`config.mk`:
```
export PLATFORM = sky130hd
export DESIGN_NAME = count_display_flat
export DESIGN_NICKNAME = d
export VERILOG_FILES = /design/src/rtl/count_display_if.sv /design/src/rtl/count_display.sv /design/src/flat_wrapper.sv
export SDC_FILE = /design/constraint.sdc
export NUM_CORES = 1
export LEC_CHECK = 0
export ABC_AREA = 1
export ABC_CLOCK_PERIOD_IN_PS = 2800
export BUFFER_PORTS_ARGS = -buffer_cell sky130_fd_sc_hd__buf_2
export CORE_MARGIN = 4
export CORE_UTILIZATION = 60
export CTS_CLUSTER_SIZE = 20
export DETAILED_ROUTE_END_ITERATION = 8
export PLACE_DENSITY = 0.83
export SLEW_MARGIN = 20
export SYNTH_ARGS = -nofsm -noshare
export SYNTH_HDL_FRONTEND = slang
export SYNTH_SLANG_ARGS = --single-unit
export TNS_END_PERCENT = 50
```
`constraint.sdc`:
```
create_clock -name clk -period 2.8 [get_ports clk]
set_clock_uncertainty 0.05 [all_clocks]
set_input_delay 0.42 -clock clk [delete_from_list [all_inputs] [get_ports clk]]
set_output_delay 0.42 -clock clk [all_outputs]
set_load 0.05 [all_outputs]
```
`src/rtl/count_display_if.sv`:
```
// Counter-to-display bus: binary count in, converted BCD, status and 7-segment scan out.
interface count_display_if #(
  parameter int N      = 6,
  parameter int DIGITS = 2
);
  logic [N-1:0]        q;
  logic [4*DIGITS-1:0] bcd;
  logic                valid;
  logic                busy;
  logic                ovf;
  logic [6:0]          seg;
  logic [DIGITS-1:0]   an;

  modport master (output q, input bcd, valid, busy, ovf, seg, an);
  modport slave  (input q, output bcd, valid, busy, ovf, seg, an);
endinterface

```
`src/rtl/count_display.sv`:
```
// Binary-to-BCD double-dabble converter with a multiplexed 7-segment scanner.
// Define COUNT_DISPLAY_BLANK_EN to suppress leading zeros on the display.
module count_display #(
  parameter int N           = 6,
  parameter int DIGITS      = 2,
  parameter int REFRESH_DIV = 4
) (
  input  logic          clk,
  input  logic          reset,
  count_display_if.slave bus
);
  localparam int BW = 4*DIGITS;
  localparam int CW = $clog2(N+1);
  localparam int RW = (REFRESH_DIV > 1) ? $clog2(REFRESH_DIV) : 1;
  localparam int IW = (DIGITS > 1) ? $clog2(DIGITS) : 1;

  function automatic longint unsigned pow10m1(input int d);
    longint unsigned p = 1;
    for (int i = 0; i < d; i++) p = p * 10;
    return p - 1;
  endfunction
  localparam longint unsigned MAXV = pow10m1(DIGITS);

  typedef enum logic [1:0] {IDLE, SHIFT, DONE} state_t;

  state_t         state;
  logic [N-1:0]   sh, lat;
  logic [BW-1:0]  scr, adj, bcd_r;
  logic [CW-1:0]  bcnt;
  logic           valid_r, busy_r, ovf_r;
  logic           ovf_c;

  assign ovf_c = (64'(lat) > MAXV);

  genvar k;
  generate
    for (k = 0; k < DIGITS; k++) begin : g_add3
      assign adj[4*k +: 4] = (scr[4*k +: 4] >= 4'd5) ? scr[4*k +: 4] + 4'd3 : scr[4*k +: 4];
    end
  endgenerate

  always_ff @(posedge clk or posedge reset) begin
    if (reset) begin
      state   <= IDLE;
      sh      <= '0;
      lat     <= '0;
      scr     <= '0;
      bcnt    <= '0;
      bcd_r   <= '0;
      valid_r <= 1'b0;
      busy_r  <= 1'b0;
      ovf_r   <= 1'b0;
    end else begin
      case (state)
        IDLE: begin
          sh     <= bus.q;
          lat    <= bus.q;
          scr    <= '0;
          bcnt   <= CW'(N);
          busy_r <= 1'b1;
          state  <= SHIFT;
        end
        SHIFT: begin
          {scr, sh} <= {adj[BW-2:0], sh, 1'b0};
          bcnt      <= bcnt - 1'b1;
          if (bcnt == CW'(1)) state <= DONE;
        end
        DONE: begin
          // Saturate to all nines rather than show a truncated wrong value
          ovf_r   <= ovf_c;
          bcd_r   <= ovf_c ? {DIGITS{4'h9}} : scr;
          valid_r <= 1'b1;
          busy_r  <= 1'b0;
          state   <= IDLE;
        end
        default: state <= IDLE;
      endcase
    end
  end

  logic [RW-1:0] rcnt;
  logic [IW-1:0] idx;

  always_ff @(posedge clk or posedge reset) begin
    if (reset) begin
      rcnt <= '0;
      idx  <= '0;
    end else if (rcnt == RW'(REFRESH_DIV-1)) begin
      rcnt <= '0;
      idx  <= (idx == IW'(DIGITS-1)) ? '0 : idx + 1'b1;
    end else begin
      rcnt <= rcnt + 1'b1;
    end
  end

  logic [3:0] dig [DIGITS];
  generate
    for (k = 0; k < DIGITS; k++) begin : g_dig
      assign dig[k] = bcd_r[4*k +: 4];
    end
  endgenerate

`ifdef COUNT_DISPLAY_BLANK_EN
  // hz[k]: digit k and every digit above it are zero
  logic [DIGITS:0] hz;
  assign hz[DIGITS] = 1'b1;
  generate
    for (k = 0; k < DIGITS; k++) begin : g_hz
      assign hz[k] = (dig[k] == 4'd0) && hz[k+1];
    end
  endgenerate
`endif

  logic [6:0]        seg_c;
  logic [DIGITS-1:0] an_c;

  always_comb begin
    seg_c = 7'h7F;
    an_c  = '1;
    if (valid_r) begin
      an_c[idx] = 1'b0;
      case (dig[idx])
        4'd0:    seg_c = 7'h40;
        4'd1:    seg_c = 7'h79;
        4'd2:    seg_c = 7'h24;
        4'd3:    seg_c = 7'h30;
        4'd4:    seg_c = 7'h19;
        4'd5:    seg_c = 7'h12;
        4'd6:    seg_c = 7'h02;
        4'd7:    seg_c = 7'h78;
        4'd8:    seg_c = 7'h00;
        4'd9:    seg_c = 7'h10;
        default: seg_c = 7'h7F;
      endcase
`ifdef COUNT_DISPLAY_BLANK_EN
      if (idx != '0 && hz[idx]) seg_c = 7'h7F;
`endif
    end
  end

  assign bus.bcd   = bcd_r;
  assign bus.valid = valid_r;
  assign bus.busy  = busy_r;
  assign bus.ovf   = ovf_r;
  assign bus.seg   = seg_c;
  assign bus.an    = an_c;
endmodule

```
`src/flat_wrapper.sv`:
```
// flat-port wrapper written by rule: the top's interface ports become plain ports
module count_display_flat 
#(
  parameter int N           = 6,
  parameter int DIGITS      = 2,
  parameter int REFRESH_DIV = 4
)
  (clk, reset, bus_q, bus_bcd, bus_valid, bus_busy, bus_ovf, bus_seg, bus_an);
  count_display_if #(.N(N), .DIGITS(DIGITS)) bus_i ();
  input  logic clk;
  input  logic reset;
  input wire logic [$bits(bus_i.q)-1:0] bus_q;
  output wire logic [$bits(bus_i.bcd)-1:0] bus_bcd;
  output wire logic [$bits(bus_i.valid)-1:0] bus_valid;
  output wire logic [$bits(bus_i.busy)-1:0] bus_busy;
  output wire logic [$bits(bus_i.ovf)-1:0] bus_ovf;
  output wire logic [$bits(bus_i.seg)-1:0] bus_seg;
  output wire logic [$bits(bus_i.an)-1:0] bus_an;
  assign bus_i.q = bus_q;
  assign bus_bcd = bus_i.bcd;
  assign bus_valid = bus_i.valid;
  assign bus_busy = bus_i.busy;
  assign bus_ovf = bus_i.ovf;
  assign bus_seg = bus_i.seg;
  assign bus_an = bus_i.an;
  count_display #(.N(N), .DIGITS(DIGITS), .REFRESH_DIV(REFRESH_DIV)) u_core (.clk(clk), .reset(reset), .bus(bus_i));
endmodule
```
==> run_results.csv <==
group,metric,value,unit
sta,hold_slack,105,ps
routing,drt_iter0_drc,128,
routing,drt_wl_total,3210,um
cells_and_area,diodes,0,
setup_path,path_common_cell,"nand3_1",
clock_tree,cts_made_buffers,5,
die,rows,19,
die,die_area,3860,sq um
sta,fmax,403,MHz
setup_path,max_stage_delay,490,ps
synthesis,yosysSeqAreaShare,0.456,
clock_tree,worstSkewPairLatency,320,ps
sta,post-route-min-period,2480,ps
die,floorplan.initialDensity,0.632,
routing,drc_errors,0,
synthesis,yosys-top-cells-count,"74 x nand2_1, 32 x dfrtp_1, 29 x nand3_1",
clock_tree,cts_max_path_buffers,2,
routing,drt-wirelength-per-cell,11.4,um
placement,dpl.cell_count,274,
synthesis,yosysMostFrequentCell,"nand2_1",
die,pin_count,28,
cells_and_area,register_area,801,sq um
clock_tree,cts_setup_buffers,0,
global_routing,grt_max_degree,33,
synthesis,synth_ff_type,"dfrtp_1",
clock_tree,cts-resized-gates,0,
routing,ant_nets,0,
cells_and_area,nFillCells,240,
cells_and_area,multi_input_area,798,sq um
synthesis,synth_enable_flop_cells,0,
status,outcome,"finished, final reports clean",
clock_tree,path_clk_slew,90,ps
sta,min_period_over_period,0.886,
synthesis,async_flop_share,1.00,
cells_and_area,drive_gt1_frac,0.160,
global_routing,grt-ovfl-total,0,
sta,slew_headroom,0.662,
sta,finalMaxSlewViolations,0,
synthesis,synth_seq_cells,32,
placement,numPortBuffers,26,
cells_and_area,area_growth,10.1,%
synthesis,syn_avg_cell_area,7.91,sq um
pwr,ir_worst_vdd,739,uV
sta,grt_setup_unrepaired,"false",
synthesis,synth.top_cell.area_share,0.456,
global_routing,antenna_found_initial,0,
cells_and_area,stdcell_count,281,
clock_tree,cts_tree,"yes",
routing,viasPerCell,5.32,
run,cap_violations,0,
global_routing,grt_usage,0.185,
sta,setup_violations,0,
setup_path,end_kind,"output port",
sta,worstMarginPinSlew,507,ps
setup_path,start_kind,"flip-flop",
min_path,worstHoldPathType,"input pin to asynchronous set/reset pin",
global_routing,grt_pass1_vias,1384,
synthesis,ys_types,23,
global_routing,grt_pass1_wl,5930,um
setup_path,required,2330,ps
setup_path,path_max_fanout,10,
sta,hold_viol,0,
die,die-height,62.1,um
routing,drtPass1Iterations,4,
synthesis,ys_top_cells_by_area,"dfrtp_1 46%, nand2_1 16%, ha_1 8.5%",
routing,vias,1496,
placement,dp_hpwl,2450,um
cells_and_area,stdcell_area,1930,sq um
synthesis,synth_warnings,0,
synthesis,synth_nets,242,
clock_tree,cts.sinks,32,
placement,globalplace.congestion,0.883,
clock_tree,cts_root_buf,"clkbuf_4",
setup_path,slowest_stage,"dfrtp_1",
pwr,power.total,1.18,mW
synthesis,syn_area,1760,sq um
setup_path,arrival,2010,ps
sta,fin_tns_setup,0,ps
cells_and_area,nets,270,
setup_path,critPathBufInv,3,
die,fp.dieW,62.1,um
setup_path,crit_path_cell_trace,"o21ai_1 -> inv_1 -> ha_1 -> inv_1 -> nand3_1 -> nand3_1 -> nand3_1 -> buf_2",
clock_tree,htreeDepth,2,
pwr,power.density,612,nW/um^2
setup_path,worst-setup-path-type,"flip-flop to output port",
placement,place_area,1890,sq um
die,core_area,2780,sq um
synthesis,syn_inst,222,
synthesis,yosys.area.top_type,"dfrtp_1",
clock_tree,hold_buffers,0,
pwr,power.leakage,1.12,nW
setup_path,crit_family,"flip-flops",
-- cell families after synthesis --
logic type      after synthesis  synth area share
simple gates                120             0.298
fa+ha+maj                    12            0.0855
compound gates               20            0.0634
other cells                   1           0.00213
xor+xnor                      1           0.00499
flops                        32             0.456
buf+inv                      36            0.0897
-- cells in the final DEF (no fill, tap or decap), drive strengths merged --
cell type  instances
ha                12
o211ai             1
nand3b             2
inv               30
clkinv             1
nor2               9
nand4              4
xor2               1
buf               27
a31oi              1
dfrtp             32
a22o               1
a21oi              3
nand3             29
nand2             76
clkbuf             6
o22ai              3
conb               1
o21ai             11
-- path summary, 6_finish.rpt --
check / from / end / slack, ps / cells past startpoint
setup / recovery: u_core.idx / bus_seg[6] / 320 / 8
hold / removal: reset / u_core.scr[7] / 100 / 3
setup reg to reg: u_core.state[1] / u_core.bus.bcd[3] / 1240 / 5
hold reg to reg: u_core.rcnt[0] / u_core.rcnt[0] / 380 / 1
max in group asynchronous: reset / u_core.bus.bcd[0] / 2300 / 3
min in group clk: bus_q[1] / u_core.sh[1] / 260 / 3
-- worst min-delay path: stages --
cell and delay (ps):
buf_2 90, inv_1 40, buf_4 350
-- layer usage --
| metal | up-vias | routed length (um) | GRT usage | part of all wire |
|---|---|---|---|---|
| li1 | 761 | - | - | - |
| met1 | 681 | 1420 | 0.225 | 0.44 |
| met2 | 48 | 1540 | 0.304 | 0.48 |
| met3 | 6 | 207 | 0.0486 | 0.064 |
| met4 | 0 | 48 | 0.0867 | 0.015 |
| met5 | - | 0 | 0 | 0 |
-- layout make-up --
type                            instances  area share
Multi-Input combinational cell        154       0.413
Sequential cell                        32       0.414
Tap cell                               31      0.0201
Inverter                               30      0.0582
Clock inverter                          1     0.00259
Timing Repair Buffer                   27      0.0712
Clock buffer                            6      0.0213
-- through the flow --
stage                     setup WS [ps]  utilization
after detailed placement            514        0.679
after global routing                124        0.695
after CTS                           127        0.695
after floorplan                     450            -
after global placement              593        0.679
final                               319        0.695
-- power breakdown --
part           switching, mW  internal, mW  total (mW)
logic                  0.353         0.101       0.454
registers             0.0155         0.485       0.501
clock network          0.136        0.0922       0.228
-- registers in the layout, summed over array words and instances, names as in the netlist --
| register | flops |
|---|---|
| u_core.bus.valid | 1 |
| u_core.rcnt | 2 |
| u_core.bus.bcd | 8 |
| u_core.bcnt | 3 |
| u_core.sh | 6 |
| u_core.state | 2 |
| u_core.bus.busy | 1 |
| u_core.scr | 8 |
| u_core.idx | 1 |
(Power assumes the default switching activity.)
